==> src/rtl/rac_pkg.sv <==
// Shared types for the redundancy-analysis scan controller: default widths,
// the stored repair-candidate entry layout and the controller state encoding.
package rac_pkg;

  localparam int RAC_ADDR_W = 10;
  localparam int RAC_BNK_W  = 2;

  typedef struct packed {
    logic [RAC_ADDR_W-1:0] addr;
    logic [RAC_BNK_W-1:0]  bnk;
  } entry_t;

  typedef enum logic [1:0] {
    IDLE = 2'd0,
    SCAN = 2'd1,
    RESP = 2'd2
  } state_t;

endpackage

==> src/rtl/rac_match.sv <==
// Redundancy-address comparator: decides whether one stored entry covers the
// latched fault. A nonzero rlss lets entries cover faults in other banks.
module rac_match #(
  parameter int ADDR_W = 10,
  parameter int BNK_W  = 2
) (
  input  logic [ADDR_W-1:0] ent_addr,
  input  logic [BNK_W-1:0]  ent_bnk,
  input  logic [ADDR_W-1:0] flt_addr,
  input  logic [BNK_W-1:0]  flt_bnk,
  input  logic [2:0]        rlss,
  output logic              match
);

  always_comb begin
    match = (ent_bnk != '0) && (flt_bnk != '0) && (ent_addr == flt_addr) &&
            ((rlss != 3'b000) || (ent_bnk == flt_bnk));
  end

endmodule

==> src/rtl/rac_scan_ctrl.sv <==
// Scans the repair-candidate table one entry per cycle through a single shared
// comparator, reports hit/miss and allocates missed faults into the next free slot.
module rac_scan_ctrl
  import rac_pkg::*;
#(
  parameter int ENTRIES = 8,
  parameter int ADDR_W  = RAC_ADDR_W,
  parameter int BNK_W   = RAC_BNK_W,
  localparam int IDX_W  = (ENTRIES > 1) ? $clog2(ENTRIES) : 1,
  localparam int CNT_W  = $clog2(ENTRIES + 1)
) (
  input  logic              clk,
  input  logic              rst,
  input  logic [2:0]        rlss,
  input  logic              clear,
  input  logic              flt_valid,
  output logic              flt_ready,
  input  logic [ADDR_W-1:0] flt_addr,
  input  logic [BNK_W-1:0]  flt_bnk,
  output logic              rsp_valid,
  input  logic              rsp_ready,
  output logic              rsp_hit,
  output logic [IDX_W-1:0]  rsp_idx,
  output logic              rsp_alloc,
  output logic              rsp_full,
  output logic [CNT_W-1:0]  used
);

  localparam logic [1:0] ST_IDLE = IDLE;
  localparam logic [1:0] ST_SCAN = SCAN;
  localparam logic [1:0] ST_RESP = RESP;

  logic [1:0]        state_reg;
  logic [IDX_W-1:0]  idx_reg;
  logic [CNT_W-1:0]  used_reg;
  logic [ADDR_W-1:0] lat_addr_reg;
  logic [BNK_W-1:0]  lat_bnk_reg;
  logic [2:0]        lat_rlss_reg;
  logic              rsp_hit_reg;
  logic              rsp_alloc_reg;
  logic              rsp_full_reg;
  logic [IDX_W-1:0]  rsp_idx_reg;

  logic [ADDR_W-1:0] tbl_addr_reg [ENTRIES];
  logic [BNK_W-1:0]  tbl_bnk_reg  [ENTRIES];

  logic              accept;
  logic              tbl_clr;
  logic              match;
  logic              at_last;
  logic              has_room;
  logic [ADDR_W-1:0] cur_addr;
  logic [BNK_W-1:0]  cur_bnk;
  logic              wr_en;
  logic [IDX_W-1:0]  wr_sel;
  logic [ADDR_W-1:0] wr_addr;
  logic [BNK_W-1:0]  wr_bnk;

  // rst is folded in so the state register's reset value cannot advertise readiness.
  always_comb begin
    flt_ready = (state_reg == ST_IDLE) && !clear && !rst;
    accept    = flt_valid && flt_ready;
    tbl_clr   = (state_reg == ST_IDLE) && clear;
    cur_addr  = tbl_addr_reg[idx_reg];
    cur_bnk   = tbl_bnk_reg[idx_reg];
    at_last   = (CNT_W'(idx_reg) == (used_reg - CNT_W'(1)));
    has_room  = (used_reg != CNT_W'(ENTRIES));
  end

  rac_match #(
    .ADDR_W(ADDR_W),
    .BNK_W (BNK_W)
  ) u_match (
    .ent_addr(cur_addr),
    .ent_bnk (cur_bnk),
    .flt_addr(lat_addr_reg),
    .flt_bnk (lat_bnk_reg),
    .rlss    (lat_rlss_reg),
    .match   (match)
  );

  // An empty table skips the scan, so that allocation writes straight from the inputs.
  always_comb begin
    wr_en   = 1'b0;
    wr_sel  = '0;
    wr_addr = lat_addr_reg;
    wr_bnk  = lat_bnk_reg;
    if ((state_reg == ST_IDLE) && accept && (flt_bnk != '0) && (used_reg == '0)) begin
      wr_en   = 1'b1;
      wr_addr = flt_addr;
      wr_bnk  = flt_bnk;
    end else if ((state_reg == ST_SCAN) && !match && at_last && has_room) begin
      wr_en  = 1'b1;
      wr_sel = IDX_W'(used_reg);
    end
  end

  genvar gi;
  generate
    for (gi = 0; gi < ENTRIES; gi++) begin : g_tbl
      always_ff @(posedge clk or posedge rst) begin
        if (rst) begin
          tbl_addr_reg[gi] <= '0;
          tbl_bnk_reg[gi]  <= '0;
        end else if (tbl_clr) begin
          tbl_bnk_reg[gi]  <= '0;
        end else if (wr_en && (wr_sel == IDX_W'(gi))) begin
          tbl_addr_reg[gi] <= wr_addr;
          tbl_bnk_reg[gi]  <= wr_bnk;
        end
      end
    end
  endgenerate

  always_ff @(posedge clk or posedge rst) begin
    if (rst) begin
      state_reg     <= ST_IDLE;
      idx_reg       <= '0;
      used_reg      <= '0;
      lat_addr_reg  <= '0;
      lat_bnk_reg   <= '0;
      lat_rlss_reg  <= '0;
      rsp_hit_reg   <= 1'b0;
      rsp_alloc_reg <= 1'b0;
      rsp_full_reg  <= 1'b0;
      rsp_idx_reg   <= '0;
    end else begin
      case (state_reg)
        ST_IDLE: begin
          if (clear) begin
            used_reg <= '0;
          end else if (accept) begin
            lat_addr_reg  <= flt_addr;
            lat_bnk_reg   <= flt_bnk;
            lat_rlss_reg  <= rlss;
            idx_reg       <= '0;
            rsp_hit_reg   <= 1'b0;
            rsp_alloc_reg <= 1'b0;
            rsp_full_reg  <= 1'b0;
            rsp_idx_reg   <= '0;
            if (flt_bnk == '0) begin
              state_reg <= ST_RESP;
            end else if (used_reg == '0) begin
              used_reg      <= CNT_W'(1);
              rsp_alloc_reg <= 1'b1;
              state_reg     <= ST_RESP;
            end else begin
              state_reg <= ST_SCAN;
            end
          end
        end
        ST_SCAN: begin
          if (match) begin
            rsp_hit_reg <= 1'b1;
            rsp_idx_reg <= idx_reg;
            state_reg   <= ST_RESP;
          end else if (at_last) begin
            state_reg <= ST_RESP;
            if (has_room) begin
              used_reg      <= used_reg + CNT_W'(1);
              rsp_alloc_reg <= 1'b1;
              rsp_idx_reg   <= IDX_W'(used_reg);
            end else begin
              rsp_full_reg <= 1'b1;
            end
          end else begin
            idx_reg <= idx_reg + IDX_W'(1);
          end
        end
        ST_RESP: begin
          if (rsp_ready) begin
            state_reg <= ST_IDLE;
          end
        end
        default: state_reg <= ST_IDLE;
      endcase
    end
  end

  always_comb begin
    rsp_valid = (state_reg == ST_RESP);
    rsp_hit   = rsp_valid && rsp_hit_reg;
    rsp_alloc = rsp_valid && rsp_alloc_reg;
    rsp_full  = rsp_valid && rsp_full_reg;
    rsp_idx   = rsp_valid ? rsp_idx_reg : '0;
    used      = used_reg;
  end

endmodule

==> config.mk <==
export PLATFORM = sky130hd
export DESIGN_NAME = rac_scan_ctrl
export DESIGN_NICKNAME = d
export VERILOG_FILES = /design/src/rtl/rac_pkg.sv /design/src/rtl/rac_match.sv /design/src/rtl/rac_scan_ctrl.sv
export SDC_FILE = /design/constraint.sdc
export NUM_CORES = 1
export LEC_CHECK = 0
export BUFFER_PORTS_ARGS = -buffer_cell sky130_fd_sc_hd__buf_2
export CAP_MARGIN = 20
export CORE_UTILIZATION = 61
export CTS_CLUSTER_DIAMETER = 30
export DETAILED_ROUTE_END_ITERATION = 10
export HOLD_SLACK_MARGIN = 0.05
export PLACE_DENSITY = 0.86
export SLEW_MARGIN = 20
export SYNTH_ARGS = -nofsm -noshare
export SYNTH_HDL_FRONTEND = slang
export SYNTH_SLANG_ARGS = --single-unit
==> constraint.sdc <==
create_clock -name clk -period 5 [get_ports clk]
set_input_delay 0.5 -clock clk [delete_from_list [all_inputs] [get_ports clk]]
set_output_delay 0.5 -clock clk [all_outputs]
set_load 0.1 [all_outputs]
# Yosys cells after proc, flatten, opt, wreduce, memory -nomap -nowiden
# Index checks and enable logic that the tools add are counted.
# W data, S select, Z words.
[classes] eq_ne=27 bitwise=3 order_cmp=1 addsub=3 reduce_logical=61 mux=70
[op_table] operator="$mux W2" n=26
[op_table] operator="$bmux W10 S3" n=1
[op_table] operator="$mux W10" n=3
[op_table] operator="$mux W3" n=10
[op_table] operator="$mux W4" n=7
[op_table] operator="$logic_and A1 B1 Y1" n=24
[op_table] operator="$reduce_bool A2 Y1" n=12
[op_table] operator="$ne A2 B2 Y1 const B" n=8
[op_table] operator="$reduce_and A2 Y1" n=8
[op_table] operator="$mux W1" n=15
[op_table] operator="$eq A3 B3 Y1 const B" n=4
[op_table] operator="$ne A3 B3 Y1 const B" n=4
[op_table] operator="$pmux W3 S2" n=2
[op_table] operator="$reduce_and A6 Y1" n=2
[op_table] operator="$eq A10 B10 Y1" n=1
[op_table] operator="$reduce_and A5 Y1" n=2
[op_table] operator="$pmux W4 S2" n=1
[op_table] operator="$reduce_and A4 Y1" n=2
[op_table] operator="$reduce_and A7 Y1" n=1
[op_table] operator="$bmux W2 S3" n=1
[op_table] operator="$eq A3 B2 Y1 const B" n=2
[op_table] operator="$pmux W1 S2" n=3
[op_table] operator="$pmux W2 S3" n=1
[op_table] operator="$add A4 B1 Y4 const B" n=1
[op_table] operator="other kinds (20)" n=24
[word_totals] ff_bits=126 in_bits=20 word_cells=191 output_inout_bits=12

# Logic depth before layout (Yosys ltp)
# Gate-level depths: netlist of run 1.
[depth] ltp_word=18 mapped_depth=13 depth_no_buf=10

# By module
# Synthesis of run 1 repeated with hierarchy kept, for this count alone.
[unflattened] cells_unflattened=539 hier_area_um2=6301.0
[modules_own_cells] module="rac_scan_ctrl" area_per_inst_um2=6155.9 n_inst=1 cells_each=521
[modules_own_cells] module="rac_match" area_per_inst_um2=145.1 n_inst=1 cells_each=18

# Least setup slack after synthesis of run 1
# No wires, ideal clock.
[synth_path] kind="input to register" from="input clear" to="register tbl_addr_reg[27] (netlist bit)" arrival_time_ns=5.756 path_buffers=1 cell_stages=6 setup_ns=0.125 setup_slack_ns=-0.881 required_time_ns=4.875 cell_sequence="nor4_1 -> nand2_1 -> nor3_1 -> clkbuf_1 -> mux2_2 -> mux2_2"
[synth_between] elab_chain_cells=11 word_cells_on_any_way=15 classes_between="1 x eq/ne; 3 x mux; 1 x bitwise; 10 x reduce/logical"
[synth_rtl] element="from (decl)" line_no="rac_scan_ctrl.sv:15" text="input logic clear,"
[synth_rtl] element="$logic_not A1 Y1" line_no="rac_scan_ctrl.sv:61" text="flt_ready = (state_reg == ST_IDLE) && !clear && !rst;"
[synth_rtl] element="$logic_and A1 B1 Y1 (2 in a row)" line_no="rac_scan_ctrl.sv:61"
[synth_rtl] element="$logic_and A1 B1 Y1" line_no="rac_scan_ctrl.sv:62" text="accept = flt_valid && flt_ready;"
[synth_rtl] element="$logic_and A1 B1 Y1 (3 in a row)" line_no="rac_scan_ctrl.sv:88" text="if ((state_reg == ST_IDLE) && accept && (flt_bnk != '0) && (used_reg == '0)) begin"
[synth_rtl] element="$mux W3" line_no="rac_scan_ctrl.sv:88"
[synth_rtl] element="$eq A3 B3 Y1" line_no="rac_scan_ctrl.sv:107" text="end else if (wr_en && (wr_sel == IDX_W'(gi))) begin"
[synth_rtl] element="$logic_and A1 B1 Y1" line_no="rac_scan_ctrl.sv:107"
[synth_rtl] element="$reduce_and A2 Y1 (no source line)"
[synth_rtl] element="to (signal, indexed assignment)" line_no="rac_scan_ctrl.sv:108" text="tbl_addr_reg[gi] <= wr_addr;"
[synth_rtl] element="to (decl)" line_no="rac_scan_ctrl.sv:44" text="logic [ADDR_W-1:0] tbl_addr_reg [ENTRIES];"
# Several ways; a longest one is shown, not always the timed one.
# A chain may end at the register's enable or synchronous reset.

# Worst setup path after layout of run 1
[layout_path] from="register idx_reg[2]" to="register tbl_addr_reg[59] (netlist bit)"
[layout_between] elab_chain_cells=17 word_cells_on_any_way=26 classes_between="4 x eq/ne; 10 x mux; 1 x bitwise; 11 x reduce/logical"
[layout_rtl] element="from (decl)" line_no="rac_scan_ctrl.sv:34" text="logic [IDX_W-1:0] idx_reg;"
[layout_rtl] element="from (signal assigned)" line_no="rac_scan_ctrl.sv:167" text="idx_reg <= idx_reg + IDX_W'(1);"
[layout_rtl] element="branches (longest 10 deep; another with $bmux W10 S3)"
[layout_rtl] element="$logic_and A1 B1 Y1 (*) (2 in a row)" line_no="rac_scan_ctrl.sv:92" text="end else if ((state_reg == ST_SCAN) && !match && at_last && has_room) begin"
[layout_rtl] element="$mux W3" line_no="rac_scan_ctrl.sv:92"
[layout_rtl] element="$mux W3" line_no="rac_scan_ctrl.sv:88"
[layout_rtl] element="$eq A3 B2 Y1" line_no="rac_scan_ctrl.sv:107"
[layout_rtl] element="$logic_and A1 B1 Y1 (*)" line_no="rac_scan_ctrl.sv:107"
[layout_rtl] element="$reduce_and A2 Y1 (no source line) (*)"
# Every way passes the cells marked *. The select of a mux whose other input is x is not followed.

==> impl_metrics.csv, run 1 <==
group,metric,value,unit
outcome,status,"finished, final reports clean",
cts,numCtsBuffers,17,
critical_path,crit_path_end_kind,"flip-flop",
cts,clk_pin_slew_worst_paths,60,ps
synthesis,ys_ff_latch,126,
sta,drv_slew,0,
critical_path,critPathKind,"flip-flop to flip-flop",
pwr,peakVddDrop,243.5,uV
sta,skew,7.773,ps
global_route,grt_pass1_vias,4925,
route,final_antenna_net_count,0,
place,gp_congestion,0.9062,
final_layout,nFillCells,666,
synthesis,syn_inst,540,
critical_path,crit_path_start_kind,"flip-flop",
cts,cts_root_buffer,"clkbuf_8",
cts,cts_sinks,126,
place,port_buffers,31,
route,vias_per_cell,6.450,
die,dieWidth,105.0,um
final_layout,drive_gt1_share,35.43,%
final_layout,largest_register_ffs,80,
final_layout,antenna_cells,0,
final_layout,stdcell_count,723,
global_route,grt_overflow_total,0,
sta,setup-violations-final,0,
synthesis,yosys_warnings,0,
final_layout,nNetsFinal,597,
cts,post-cts-setup-buffers,0,
cts,cts_tree,"yes",
synthesis,synth_nets,563,
sta,tightest_slew,955.4,ps
sta,fmax,0.2315,GHz
synthesis,synth-edff-count,0,
job,cap_violations,0,
pwr,p_leak,3.517,nW
sta,slew_headroom,36.31,%
cts,htreeDepth,4,
route,drc,0,
synthesis,avgSynthCellArea,11.99,um^2
sta,hold_viol,0,
global_route,grt_max_degree,92,
die,start_util,62.72,%
route,firstDrtPassIters,5,
cts,cts_buffer_depth,2,
global_route,grt_pass1_wl,25.86,mm
synthesis,seq_area_frac_synth,48.70,%
synthesis,syn-cell-area,6475,um^2
cts,clkLatencyLatePin,530,ps
die,die-area,11030,um^2
global_route,antenna_found_initial,0,
cts,cts_resized,0,
place,place_inst,691,
synthesis,async_reset_ff_share,100.0,%
die,dieHeight,105.0,um
pwr,pwr_density_cell,501.1,nW/um^2
route,wl,15.75,mm
die,fp-row-count,37,
global_route,grt_util_all_layers,31.33,%
sta,finalCriticalPeriod,4320,ps
synthesis,synth_cell_types,56,
route,dr_total_vias,4663,
route,wl_per_cell,21.78,um
sta,rsz0062_at_grt,"no",
sta,setup_tns,0,ps
critical_path,required,5410,ps
place,dp_hpwl,10.31,mm
synthesis,ys.flop_type,"dfrtp_1",
synthesis,synth_area_leader_cell,"dfrtp_1",
critical_path,worst_ep_arrival_time,4730,ps
final_layout,synthToLayoutAreaGrowth,14.49,%
critical_path,worstPathMaxFanout,34,
die,io-pin-count,32,
synthesis,synth.area.top_cells,"dfrtp_1 (49%), mux2_2 (18%), mux2i_1 (5.9%), mux4_2 (4.9%), nand2_1 (3.9%)",
min_path,hold_class,"input pin to async pin",
route,drtIter0Drc,303,
cts,cts_hold_buf,0,
sta,finalCritPeriodShare,86.40,%
synthesis,yosysTopAreaCellShare,48.70,%
die,fp.coreArea,10320,um^2
## power by group
part / switching, mW / leakage (nW) / internal (mW) / total [mW]
logic: 0.663 / 1.51 / 0.435 / 1.10
registers: 0.185 / 1.71 / 1.15 / 1.33
clock network: 0.457 / 0.295 / 0.825 / 1.28
total: 1.31 / 3.52 / 2.41 / 3.72
## cells by family after synthesis
logic type,after synthesis,share of synthesized area (%)
fa+ha+maj,3,0.5798
xor+xnor,13,1.758
mux,154,28.48
compound gates,56,6.203
buf+inv,41,2.995
flops,126,48.70
simple gates,147,11.29
## worst paths after layout
check | start | endpoint | slack [ps] | cells after the start
min in group clk | rlss[0] | lat_rlss_reg[0] | 170 | 3
max in group asynchronous | rst | tbl_addr_reg[0] | 3880 | 3
worst max register to register | idx_reg[2] | tbl_addr_reg[59] | 680 | 8
worst max-delay path | idx_reg[2] | tbl_addr_reg[59] | 680 | 8
worst min register to register | lat_rlss_reg[0] | lat_rlss_reg[0] | 480 | 2
worst min-delay path | rst | rsp_alloc_reg | 160 | 2
## through the flow
stage / instance area (um^2) / utilization, % / total power [mW] / setup WS (ps) / hold WS (ps)
after CTS: 7411 / 71.79 / 3.703 / 707.7 / 158.7
final: 7413 / 71.81 / 3.715 / 679.9 / 159.2
after global placement: 6792 / 65.79 / 2.370 / 927.3 / 451.6
after floorplan: 6481 / - / 2.138 / 619.1 / 437.4
after global routing: 7413 / 71.81 / 3.875 / 494.8 / 185.1
after detailed placement: 6792 / 65.79 / 2.416 / 790.2 / 466.4
## cell usage after synthesis (4+ instances only)
cell type,number
xor2_1,5
clkbuf_1,12
and2_1,7
nor4b_1,4
buf_2,11
a21oi_1,6
nor2_1,19
nor3_1,14
mux2_2,102
nand2b_1,5
mux2i_1,38
mux4_2,14
nand3_1,6
nor2b_1,4
dfrtp_1,126
buf_4,5
o211ai_1,4
xnor2_1,8
nand2_1,68
o22ai_1,4
inv_1,10
o21ai_0,15
## area by class of cell
class | count | area [um^2] | share of cell area, %
well taps | 136 | 170.2 | 2.295
clock buffers | 19 | 431.7 | 5.823
repair buffers | 46 | 267.8 | 3.612
clock inverters | 13 | 187.7 | 2.532
inverters | 10 | 42.54 | 0.5738
multi-input cells | 373 | 3159 | 42.62
flip-flops and latches | 126 | 3154 | 42.55
## cells in the final DEF, fill, tap and decap left out, drive strengths merged, types with 4 or more instances in the layout
| master | count |
|---|---|
| dfrtp | 126 |
| mux2 | 102 |
| nand2 | 68 |
| buf | 46 |
| mux2i | 38 |
| nor2 | 19 |
| clkbuf | 19 |
| o21ai | 15 |
| nor3 | 15 |
| mux4 | 14 |
| inv | 12 |
| xnor2 | 8 |
| and2 | 7 |
| nand3 | 6 |
| a21oi | 6 |
| nand2b | 5 |
| xor2 | 5 |
| nor4b | 4 |
| o211ai | 4 |
| nor2b | 4 |
| o22ai | 4 |
| bufinv | 4 |
| clkinv | 4 |
## routing by layer
layer | wire length [um] | up-vias | global-route usage, %
met4 | 552 | 0 | 16.60
met2 | 7777 | 213 | 50.76
met5 | 0 | - | 0
met3 | 988 | 58 | 7.424
li1 | - | 2023 | -
met1 | 6426 | 2369 | 39.21
## worst max-delay path: stages (launching register included)
cell	delay (ps)
dfrtp_2	990
mux4_2	610
mux2i_1	200
xor2_1	310
or4b_1	560
nor3_4	180
buf_4	260
or4b_1	650
mux2_2	420
No activity file was read; power rests on OpenSTA's default activity.
==> run 2, diff against run 1 <==
PLACE_DENSITY = unset   (was 0.86)
PLACE_DENSITY_LB_ADDON = 0.05   (was unset)
==> impl_metrics.csv, run 2 (synthesis gave the netlist of run 1 again) <==
group,metric,value,unit
route,wl_per_cell,21.52,um
route,vias_per_cell,6.221,
critical_path,required,5410,ps
global_route,antenna_found_initial,0,
cts,cts_resized,0,
cts,cts_root_buffer,"clkbuf_8",
critical_path,worstPathMaxFanout,19,
sta,fmax,0.2416,GHz
place,port_buffers,31,
cts,cts_tree,"yes",
global_route,grt_max_degree,83,
die,io-pin-count,32,
cts,clk_pin_slew_worst_paths,60,ps
pwr,fin_total_pwr,3.548,mW
final_layout,drive_gt1_share,35.58,%
sta,hold_viol,0,
sta,finalCriticalPeriod,4139,ps
route,dr_total_vias,4535,
sta,drv_slew,0,
critical_path,worst_ep_arrival_time,4550,ps
die,dieWidth,105.0,um
final_layout,antenna_cells,0,
route,wl,15.69,mm
critical_path,r2r_slack,860,ps
min_path,hold_class,"input pin to async pin",
pwr,p_leak,3.517,nW
sta,rsz0062_at_grt,"no",
global_route,grt_overflow_total,0,
place,dp_hpwl,10.49,mm
final_layout,nNetsFinal,603,
cts,cts_sinks,126,
final_layout,layout_common_cells,"dfrtp_1 (125), mux2_2 (102), nand2_1 (68)",
sta,skew,8.405,ps
cts,post-cts-setup-buffers,0,
cts,clkLatencyLatePin,530,ps
sta,holdWs,121.7,ps
global_route,grt_pass1_wl,25.94,mm
pwr,peakVddDrop,279.2,uV
die,fp-row-count,37,
final_layout,largest_register_ffs,80,
pwr,pwr_density_cell,480.3,nW/um^2
place,gp_congestion,0.9060,
critical_path,crit_path_start_kind,"flip-flop",
route,drc,0,
cts,cts_hold_buf,0,
outcome,status,"finished, final reports clean",
critical_path,critPathKind,"flip-flop to flip-flop",
sta,finalCritPeriodShare,82.78,%
die,start_util,62.72,%
route,final_antenna_net_count,0,
sta,setup_tns,0,ps
sta,slew_headroom,50.51,%
cts,htreeDepth,4,
sta,setup-violations-final,0,
final_layout,layout_commonest_cell,"dfrtp_1",
die,dieHeight,105.0,um
die,die-area,11030,um^2
critical_path,crit_path_end_kind,"flip-flop",
die,fp.coreArea,10320,um^2
global_route,grt_pass1_vias,4750,
sta,tightest_slew,742.3,ps
job,cap_violations,0,
final_layout,synthToLayoutAreaGrowth,14.11,%
global_route,grt_util_all_layers,32.11,%
route,drtIter0Drc,391,
cts,cts_buffer_depth,2,
cts,numCtsBuffers,17,
route,firstDrtPassIters,4,
-- run 2: cell count changes in the layout (fill, tap and decap cells not counted), sizes merged --
cell / before / now
bufinv: 4 / 0
buf: 46 / 52
clkbuf: 19 / 26
clkinv: 4 / 5
inv: 12 / 10
clkinvlp: 3 / 1
-- run 2: layout make-up --
type	instances	area, um^2
tap	136	170.2
inverter	10	42.54
clock inverter	6	32.53
sequential	126	3154
multi-input combinational	373	3166
fill	753	2935
timing repair buffer	52	325.3
clock buffer	26	498.0
-- run 2: worst paths after layout --
| check | startpoint | end | cells after the start |
|---|---|---|---|
| max in group asynchronous | rst | tbl_addr_reg[38] | 3 |
| min in group clk | rlss[1] | lat_rlss_reg[1] | 3 |
| worst min register to register | lat_rlss_reg[1] | lat_rlss_reg[1] | 2 |
| worst max-delay path | idx_reg[2] | tbl_addr_reg[64] | 9 |
| worst max register to register | idx_reg[2] | tbl_addr_reg[64] | 9 |
| worst min-delay path | rst | rsp_idx_reg[1] | 2 |
-- run 2: metrics by stage --
stage / utilization [%] / setup WS [ps] / std cells / area, um^2
2_1_floorplan: - / 619.1 / 540 / 6481
3_3_place_gp: 66.40 / 883.2 / 697 / 6855
3_5_place_dp: 66.40 / 858.1 / 697 / 6855
4_1_cts: 71.54 / 849.1 / 729 / 7386
5_1_grt: 71.57 / 663.8 / 729 / 7388
6_report: 71.57 / 860.8 / 729 / 7388
-- run 2: power by group --
group          switching (mW)  total, mW  leakage (nW)  internal, mW
registers               0.177       1.33          1.71          1.15
clock network           0.422       1.09         0.265         0.670
logic                   0.677       1.13          1.54         0.452
-- run 2: worst max-delay path: stages, from the launching register on --
cell     delay, ps
dfrtp_2        750
mux4_2         570
mux2i_1        190
xor2_1         320
or4b_1         560
nor3_4         180
buf_4          260
or3_1          590
buf_4          250
mux2_2         330
-- run 2: layer usage --
| metal | vias up | part of all wire, % | global-route usage (%) |
|---|---|---|---|
| li1 | 2046 | - | - |
| met1 | 2278 | 42 | 41.89 |
| met2 | 161 | 47 | 48.86 |
| met3 | 50 | 6.5 | 7.798 |
| met4 | 0 | 4.2 | 19.22 |
| met5 | - | 0 | 0 |
